<file path="config.mk">
export PLATFORM = sky130hd
export DESIGN_NAME = gpio_debounce_irq_flat
export DESIGN_NICKNAME = d
export VERILOG_FILES = /design/src/rtl/gpio_debounce_irq_pkg.sv /design/src/rtl/gpio_debounce_irq_if.sv /design/src/rtl/gpio_debounce_irq_ch.sv /design/src/rtl/gpio_debounce_irq.sv /design/src/flat_wrapper.sv
export SDC_FILE = /design/constraint.sdc
export NUM_CORES = 1
export LEC_CHECK = 0
export ABC_AREA = 1
export CAP_MARGIN = 30
export CORE_MARGIN = 1
export CORE_UTILIZATION = 50
export CTS_CLUSTER_SIZE = 10
export DETAILED_ROUTE_END_ITERATION = 7
export DONT_BUFFER_PORTS = 1
export PLACE_DENSITY_LB_ADDON = 0.3
export SYNTH_ARGS = -nofsm -noshare
export SYNTH_HDL_FRONTEND = slang
export SYNTH_SLANG_ARGS = --single-unit
</file>
<file path="constraint.sdc">
create_clock -name clk -period 14 [get_ports clk]
set_input_delay 1.4 -clock clk [delete_from_list [all_inputs] [get_ports clk]]
set_output_delay 1.4 -clock clk [all_outputs]
set_load 0.005 [all_outputs]
</file>
<file path="src/rtl/gpio_debounce_irq_pkg.sv">
// Shared types and sizing helpers for the GPIO debounce/irq block.
package gpio_debounce_pkg;

  typedef enum logic {ST_INIT, ST_RUN} gpio_db_state_e;

  // Bits needed to hold values 0..cycles.
  function automatic int cnt_width(input int cycles);
    return $clog2(cycles + 1);
  endfunction

endpackage

</file>
<file path="src/rtl/gpio_debounce_irq_if.sv">
// GPIO conditioner bus: raw pins and irq controls in, debounced levels/edges/pending out.
interface gpio_debounce_irq_if #(
  parameter int NUM_CH = 16
);
  logic [NUM_CH-1:0] raw_i;
  logic [NUM_CH-1:0] rise_en_i;
  logic [NUM_CH-1:0] fall_en_i;
  logic [NUM_CH-1:0] clr_i;
  logic [NUM_CH-1:0] level_o;
  logic [NUM_CH-1:0] rise_o;
  logic [NUM_CH-1:0] fall_o;
  logic [NUM_CH-1:0] pending_o;
  logic              irq_o;

  modport slave (
    input  raw_i, rise_en_i, fall_en_i, clr_i,
    output level_o, rise_o, fall_o, pending_o, irq_o
  );

  modport master (
    output raw_i, rise_en_i, fall_en_i, clr_i,
    input  level_o, rise_o, fall_o, pending_o, irq_o
  );
endinterface

</file>
<file path="src/rtl/gpio_debounce_irq_ch.sv">
// One input channel: synchroniser chain, stable-cycle counter, debounced level and edge pulses.
module gpio_debounce_ch
  import gpio_debounce_pkg::*;
#(
  parameter int SYNC_STAGES     = 2,
  parameter int DEBOUNCE_CYCLES = 16
) (
  input  logic clk,
  input  logic rst,
  input  logic run_i,
  input  logic raw_i,
  output logic level_o,
  output logic rise_o,
  output logic fall_o
);
  localparam int            CW      = cnt_width(DEBOUNCE_CYCLES);
  localparam logic [CW-1:0] CNT_MAX = CW'(DEBOUNCE_CYCLES - 1);

  logic [SYNC_STAGES-1:0] sync_q, sync_d;
  logic [CW-1:0]          cnt_q, cnt_d;
  logic                   level_q, level_d;
  logic                   rise_q, rise_d;
  logic                   fall_q, fall_d;
  logic                   s;

  always_comb begin
    sync_d  = {sync_q[SYNC_STAGES-2:0], raw_i};
    s       = sync_q[SYNC_STAGES-1];
    cnt_d   = '0;
    level_d = level_q;
    rise_d  = 1'b0;
    fall_d  = 1'b0;
    // Before RUN the level tracks the input directly so a pin already high at reset is not an edge.
    if (!run_i) begin
      level_d = s;
    end else if (s != level_q) begin
      if (cnt_q == CNT_MAX) begin
        level_d = s;
        rise_d  = s;
        fall_d  = ~s;
      end else begin
        cnt_d = cnt_q + 1'b1;
      end
    end
  end

  always_ff @(posedge clk or posedge rst) begin
    if (rst) begin
      sync_q  <= '0;
      cnt_q   <= '0;
      level_q <= 1'b0;
      rise_q  <= 1'b0;
      fall_q  <= 1'b0;
    end else begin
      sync_q  <= sync_d;
      cnt_q   <= cnt_d;
      level_q <= level_d;
      rise_q  <= rise_d;
      fall_q  <= fall_d;
    end
  end

  assign level_o = level_q;
  assign rise_o  = rise_q;
  assign fall_o  = fall_q;

endmodule

</file>
<file path="src/rtl/gpio_debounce_irq.sv">
// GPIO input conditioner: NUM_CH debounced channels, INIT/RUN start-up FSM, sticky edge-pending and irq.
// Pending/irq logic is present only when GPIO_DEBOUNCE_IRQ_EN is defined.
module gpio_debounce_irq
  import gpio_debounce_pkg::*;
#(
  parameter int NUM_CH          = 16,
  parameter int SYNC_STAGES     = 2,
  parameter int DEBOUNCE_CYCLES = 16
) (
  input  logic                 clk,
  input  logic                 rst,
  gpio_debounce_irq_if.slave   bus
);
  localparam int            IW        = cnt_width(SYNC_STAGES);
  localparam logic [IW-1:0] INIT_LAST = IW'(SYNC_STAGES);

  gpio_db_state_e    state_q;
  logic [IW-1:0]     init_cnt_q;
  logic              run_q;
  logic [NUM_CH-1:0] level, rise, fall;

  // INIT spans SYNC_STAGES+1 cycles so the synchroniser is flushed before edges count.
  always_ff @(posedge clk or posedge rst) begin
    if (rst) begin
      state_q    <= ST_INIT;
      init_cnt_q <= '0;
      run_q      <= 1'b0;
    end else begin
      case (state_q)
        ST_INIT: begin
          if (init_cnt_q == INIT_LAST) begin
            state_q <= ST_RUN;
            run_q   <= 1'b1;
          end else begin
            init_cnt_q <= init_cnt_q + 1'b1;
          end
        end
        ST_RUN:  run_q <= 1'b1;
        default: begin
          state_q <= ST_INIT;
          run_q   <= 1'b0;
        end
      endcase
    end
  end

  for (genvar g = 0; g < NUM_CH; g++) begin : g_ch
    gpio_debounce_ch #(
      .SYNC_STAGES    (SYNC_STAGES),
      .DEBOUNCE_CYCLES(DEBOUNCE_CYCLES)
    ) u_ch (
      .clk    (clk),
      .rst    (rst),
      .run_i  (run_q),
      .raw_i  (bus.raw_i[g]),
      .level_o(level[g]),
      .rise_o (rise[g]),
      .fall_o (fall[g])
    );
  end

  assign bus.level_o = level;
  assign bus.rise_o  = rise;
  assign bus.fall_o  = fall;

`ifdef GPIO_DEBOUNCE_IRQ_EN
  logic [NUM_CH-1:0] pending_q, pending_d;

  // Set term is OR'd after the clear so a same-cycle edge is never lost.
  always_comb begin
    pending_d = (pending_q & ~bus.clr_i) | (rise & bus.rise_en_i) | (fall & bus.fall_en_i);
  end

  always_ff @(posedge clk or posedge rst) begin
    if (rst) pending_q <= '0;
    else     pending_q <= pending_d;
  end

  assign bus.pending_o = pending_q;
  assign bus.irq_o     = |pending_q;
`else
  logic unused_irq_ctrl;
  assign unused_irq_ctrl = ^{bus.rise_en_i, bus.fall_en_i, bus.clr_i};
  assign bus.pending_o   = '0;
  assign bus.irq_o       = 1'b0;
`endif

endmodule
</file>
<file path="src/flat_wrapper.sv">
// flat-port wrapper written by rule: the top's interface ports become plain ports
module gpio_debounce_irq_flat import gpio_debounce_pkg::*;
#(
  parameter int NUM_CH          = 16,
  parameter int SYNC_STAGES     = 2,
  parameter int DEBOUNCE_CYCLES = 16
)
  (clk, rst, bus_raw_i, bus_rise_en_i, bus_fall_en_i, bus_clr_i, bus_level_o, bus_rise_o, bus_fall_o, bus_pending_o, bus_irq_o);
  gpio_debounce_irq_if #(.NUM_CH(NUM_CH)) bus_i ();
  input  logic clk;
  input  logic rst;
  input wire logic [$bits(bus_i.raw_i)-1:0] bus_raw_i;
  input wire logic [$bits(bus_i.rise_en_i)-1:0] bus_rise_en_i;
  input wire logic [$bits(bus_i.fall_en_i)-1:0] bus_fall_en_i;
  input wire logic [$bits(bus_i.clr_i)-1:0] bus_clr_i;
  output wire logic [$bits(bus_i.level_o)-1:0] bus_level_o;
  output wire logic [$bits(bus_i.rise_o)-1:0] bus_rise_o;
  output wire logic [$bits(bus_i.fall_o)-1:0] bus_fall_o;
  output wire logic [$bits(bus_i.pending_o)-1:0] bus_pending_o;
  output wire logic [$bits(bus_i.irq_o)-1:0] bus_irq_o;
  assign bus_i.raw_i = bus_raw_i;
  assign bus_i.rise_en_i = bus_rise_en_i;
  assign bus_i.fall_en_i = bus_fall_en_i;
  assign bus_i.clr_i = bus_clr_i;
  assign bus_level_o = bus_i.level_o;
  assign bus_rise_o = bus_i.rise_o;
  assign bus_fall_o = bus_i.fall_o;
  assign bus_pending_o = bus_i.pending_o;
  assign bus_irq_o = bus_i.irq_o;
  gpio_debounce_irq #(.NUM_CH(NUM_CH), .SYNC_STAGES(SYNC_STAGES), .DEBOUNCE_CYCLES(DEBOUNCE_CYCLES)) u_core (.clk(clk), .rst(rst), .bus(bus_i));
endmodule
</file>
# After elaboration in Yosys (flattened, before gate mapping)
# Cells that the tools add are included.
word_totals:
  rom_bits: 0
  reg_bits: 164
  in_bits: 66
  elab_cells: 397
  output_inout_bits: 65
  mem_bits_rw: 0
  latchBits: 0
  mem_count: 0
op_classes:
  muxes: 196
  n_reduce_logical: 17
  magnitude_cmp: 0
  eq_ne: 66
  shifts: 0
  div_mod_pow: 0
  addsub: 17
  bitwise: 18
  multipliers: 0
op_table:
  columns: ["cell", "count"]
  rows:
  - ["two-way mux 5 bit", 48]
  - ["two-way mux 1 bit", 147]
  - ["adder 5 x 1 -> 5 bit, second input constant", 16]
  - ["equality test 5 x 4 -> 1 bit, second input constant", 16]
  - ["!= test 2 bit, second input constant", 32]
  - ["AND reduction 2 bit", 17]
  - ["NOT 1 bit", 18]
  - ["!= test 1 bit", 16]
  - ["adder 2 x 1 -> 2 bit, second input constant", 1]
  - ["equality test 2 bit, second input constant", 1]
  - ["!= test 2 x 1 -> 1 bit, second input constant", 1]
  - ["one-hot mux 1 bit (2 select lines)", 1]

# Depth between registers and ports, before layout
depth:
  depth_word: 4
  mapped_depth: 6
  depth_no_buf: 6

# By module
# Synthesis repeated with hierarchy kept, for this count alone.
hier_totals:
  hier_cells: 692
  area_unflattened_um2: 6683.9
by_module_without_submodules:
  columns: ["module", "seq_area_each_um2", "area_each_um2", "instances", "cells_per_inst"]
  rows:
  - ["gpio_debounce_ch", 250.2, 399.1, 16, 41]
  - ["gpio_debounce_irq", 100.1, 297.8, 1, 36]

# Worst setup path after synthesis
# OpenSTA, ideal clock, no wires.
synth_path:
  kind: "flip-flop to output port"
  from: "reg u_core.g_ch[1].u_ch.level_q"
  to: "out bus_level_o[1]"
  t_required_ns: 12.600
  setup_slack_ns: 12.052
  arrival_ns: 0.548
  path_buffers: 1
  stages_incl_launch_ff: 2
  cell_sequence: "dfrtp_1 > buf_4"
synth_rtl:
  columns: ["item", "line", "rtl"]
  rows:
  - ["start: declaration", "gpio_debounce_irq_ch.sv:21", "logic level_q, level_d;"]
  - ["start signal: assignment", "gpio_debounce_irq_ch.sv:57", "level_q <= level_d;"]
  - ["end: declaration", "flat_wrapper.sv:16", "output wire logic [$bits(bus_i.level_o)-1:0] bus_level_o;"]
# No word-level cell between the ends.

# Worst setup path in the final report
layout_path:
  from: "reg u_core.g_ch[1].u_ch.level_q"
  to: "out bus_level_o[1]"
# No word-level cell between the ends.

==> results.txt <==
The setup path with the least slack is of type reg -> out. Sorting the synthesized cells by how often they occur yields sky130_fd_sc_hd__dfrtp_1 (164), sky130_fd_sc_hd__nand2_1 (106), sky130_fd_sc_hd__nor2_1 (92), sky130_fd_sc_hd__buf_4 (71), sky130_fd_sc_hd__inv_1 (70). The worst-margin pin slew is 0.735 ns. In this run, synthesis produced a sequential element count of 164.

The global placement routability congestion came out at 0.739. The die height is 119 um. The number of top-level design ports came out at 131.

The share of async-settable or async-resettable flops after synthesis is 1.00. The iteration-0 DRC count of the detailed router is 176. The CTS buffer count came out at 17. The number of nets at the end of the flow is 718. The average wire per cell in the routed design came out at 12.3 um. The number of buffers inserted for hold repair after clock tree synthesis is 0. The count of buffers from port buffering is 0. Once the clock tree was built, the resizer swapped 0 gates to a different size. The synthesized netlist cell count is 671.

The total overflow reported by the global router is 0. The met3 layer wire length in the routed design is 314 um. The number of antenna repair diodes is 0. The total leakage power is 0.00362 uW. The number of buffers on the longest clock path came out at 2.

Setup repair after global routing left no endpoint under its margin. The most used flip-flop cell after synthesis is sky130_fd_sc_hd__dfrtp_1. Of the cells placed in the final design, the portion with a size suffix greater than 1 is 0.0617. The post-placement setup slack is 10.99 ns. Compared with the post-synthesis result, the final layout area differs by 5.19%. The worst slew margin relative to its limit is 0.509. The horizontal extent of the die is 119 um. Clock-pin slew was measured on the worst setup and hold paths at 0.06 ns.

The synthesized area is 6820 um^2. The clock sink count came out at 164. The H-tree depth came out at 4.

After synthesis, the mean cell area works out to 10.2 um^2. The number of cell rows is 42. The highest achievable clock rate came out at 441 MHz. The endpoint type of the worst setup path is an output port.

The number of enable-type register cells in the synthesized netlist came out at 0. The wire length of the first global-routing pass came out at 17.8 mm. The number of maximum-capacitance constraint violations is 0. The number of warnings reported in the yosys synthesis log came out at 0.

Of all nets on the critical path, the largest fanout is 5. The vias per cell came out at 4.85. The number of hold violations in the final report came out at 0.

Wires add up to 10.2 mm. Power spread over the standard cell area amounts to 144 nW/um^2. The flow ran to the end, and the final reports show no timing, DRC or antenna violations. The final setup slack of the worst path came out at 11.73 ns. Across the VDD grid, the largest voltage drop is 0.0000647 V.

The largest total area in the synthesized netlist belongs to sky130_fd_sc_hd__dfrtp_1. Of the post-synthesis cell area, the dominant cell type holds 0.602. After clock tree synthesis, the setup repair step added 0 buffers. By area the synthesized netlist is led by sky130_fd_sc_hd__dfrtp_1 (60%), sky130_fd_sc_hd__buf_4 (7.8%), sky130_fd_sc_hd__nand2_1 (5.8%).

In this run the worst hold path is classified as reg -> reg. The setup check on the worst reg-to-reg path leaves a slack of 12.60 ns. The clock latency reported for the late side of the worst-skew pair is 0.42 ns.

In this run the clock root is driven by a sky130_fd_sc_hd__clkbuf_16. The detailed-router iteration count before antenna repair came out at 4. The arrival time at the worst endpoint is 0.87 ns.

The layout has 1108 filler cells. Of the synthesized area, sequential elements account for 0.602. The post-route standard cell area excluding fillers came out at 7180 um^2. The summed negative setup slack over all endpoints is 0 ns. The total length of routed met2 wires is 5.15 mm.

For this run, design rule violations remaining after detail routing come to 0. The count of endpoints failing setup in the final report came out at 0. The highest metal layer carrying signal wires in the routed design is met4. The final count of pins violating max slew was 0. The number of distinct standard cells referenced by the synthesized netlist came out at 18. The area of the placeable core is 13300 um^2. The post-route fraction of the period consumed by the critical path is 0.162. The minimum clock period after layout is 2.27 ns.

TritonCTS built the clock tree. Summed over all nets, the half-perimeter wirelength after detailed placement is 6.56 mm. The cell area reported after detailed placement came out at 6550 um^2.

The pin count of the biggest net entering global routing came out at 85. After detailed routing, the wire length on met1 is 4.54 mm. By instance count, the leading cell after synthesis is sky130_fd_sc_hd__dfrtp_1. The detail route stage leaves a number of antenna-violating nets equal to 0. The initial antenna violation count is 0. The nature of the critical path startpoint is a flop.

The starting density of the core is 0.513. The final clock skew came out at 0.00763 ns. The worst path required time came out at 12.60 ns. The total track usage is 0.160. The via count of the first global-routing pass is 4115. The total number of vias came out at 3999. The full die area came out at 14100 um^2.
registers in the layout, summed over array words and instances (netlist names):
name and count:
u_core.run_q 1, u_core.g_ch.u_ch.level_o 16, u_core.g_ch.u_ch.cnt_q 80, u_core.init_cnt_q 2
u_core.g_ch.u_ch.rise_o 16, u_core.g_ch.u_ch.fall_o 16, u_core.g_ch.u_ch.sync_q 32, u_core.state_q 1
layer usage:
metal / track usage / vias to the layer above
li1: - / 1961
met1: 0.187 / 1956
met2: 0.271 / 67
met3: 0.0465 / 15
met4: 0.0783 / 0
met5: 0 / -
area by class of cell:
type	count	area [um^2]	share of cell area
multi-input cells	379	1950	0.271
well taps	176	220	0.0307
clock buffers	21	470	0.0656
clock inverters	11	125	0.0174
inverters	70	268	0.0373
flip-flops and latches	164	4110	0.572
repair buffers	3	42.5	0.00593
cell families after synthesis:
group | Yosys count | synth area share
other cells | 1 | 0.000550
buf+inv | 144 | 0.122
simple gates | 291 | 0.183
xor+xnor | 40 | 0.0513
flops | 164 | 0.602
fa+ha+maj | 17 | 0.0312
compound gates | 14 | 0.0103
layout by cell type (no fill, tap or decap):
cell type                      n
sky130_fd_sc_hd__nand4_1      16
sky130_fd_sc_hd__o21ai_0      13
sky130_fd_sc_hd__xor2_1       24
sky130_fd_sc_hd__nor3_1       21
sky130_fd_sc_hd__o21ai_1       1
sky130_fd_sc_hd__clkbuf_8      3
sky130_fd_sc_hd__nand3_2       3
sky130_fd_sc_hd__nand3_1      52
sky130_fd_sc_hd__conb_1       17
sky130_fd_sc_hd__nor2_1       92
sky130_fd_sc_hd__clkinvlp_4    5
sky130_fd_sc_hd__inv_1        69
sky130_fd_sc_hd__bufinv_16     2
sky130_fd_sc_hd__inv_6         2
sky130_fd_sc_hd__nor3_2        1
sky130_fd_sc_hd__ha_1         17
sky130_fd_sc_hd__clkbuf_1      1
sky130_fd_sc_hd__xnor2_1      16
sky130_fd_sc_hd__buf_16        1
sky130_fd_sc_hd__clkinv_4      1
sky130_fd_sc_hd__clkinv_2      2
sky130_fd_sc_hd__dfrtp_2       1
sky130_fd_sc_hd__buf_4         2
sky130_fd_sc_hd__dfrtp_1     163
sky130_fd_sc_hd__clkbuf_16    17
sky130_fd_sc_hd__nand2_1     106
worst paths after layout:
path,to,cells past startpoint,startpoint
min in group asynchronous,u_core.g_ch[9].u_ch.rise_o,1,rst
hold / removal,u_core.g_ch[12].u_ch.sync_q[1],0,u_core.g_ch[12].u_ch.sync_q[0]
max in group asynchronous,u_core.g_ch[2].u_ch.cnt_q[4],3,rst
hold reg to reg,u_core.g_ch[12].u_ch.sync_q[1],0,u_core.g_ch[12].u_ch.sync_q[0]
setup reg to reg,u_core.g_ch[15].u_ch.fall_o,3,u_core.run_q
setup / recovery,bus_level_o[1],0,u_core.g_ch[1].u_ch.level_o
report_power, final:
part	total (uW)	internal, uW	switching (uW)
registers	517	498	19.1
clock network	458	277	181
logic	59.6	22.3	37.4
stage by stage:
| stage | hold slack [ns] | std cells | total power, uW | utilization |
|---|---|---|---|---|
| floorplan | 0.331 | 687 | 577 | - |
| global placement | 0.332 | 791 | 579 | 0.493 |
| detailed placement | 0.335 | 791 | 585 | 0.493 |
| CTS | 0.350 | 823 | 1050 | 0.538 |
| global route | 0.356 | 824 | 1080 | 0.540 |
| finish | 0.347 | 824 | 1030 | 0.540 |
Note: power is estimated with default switching activity, not from simulation.
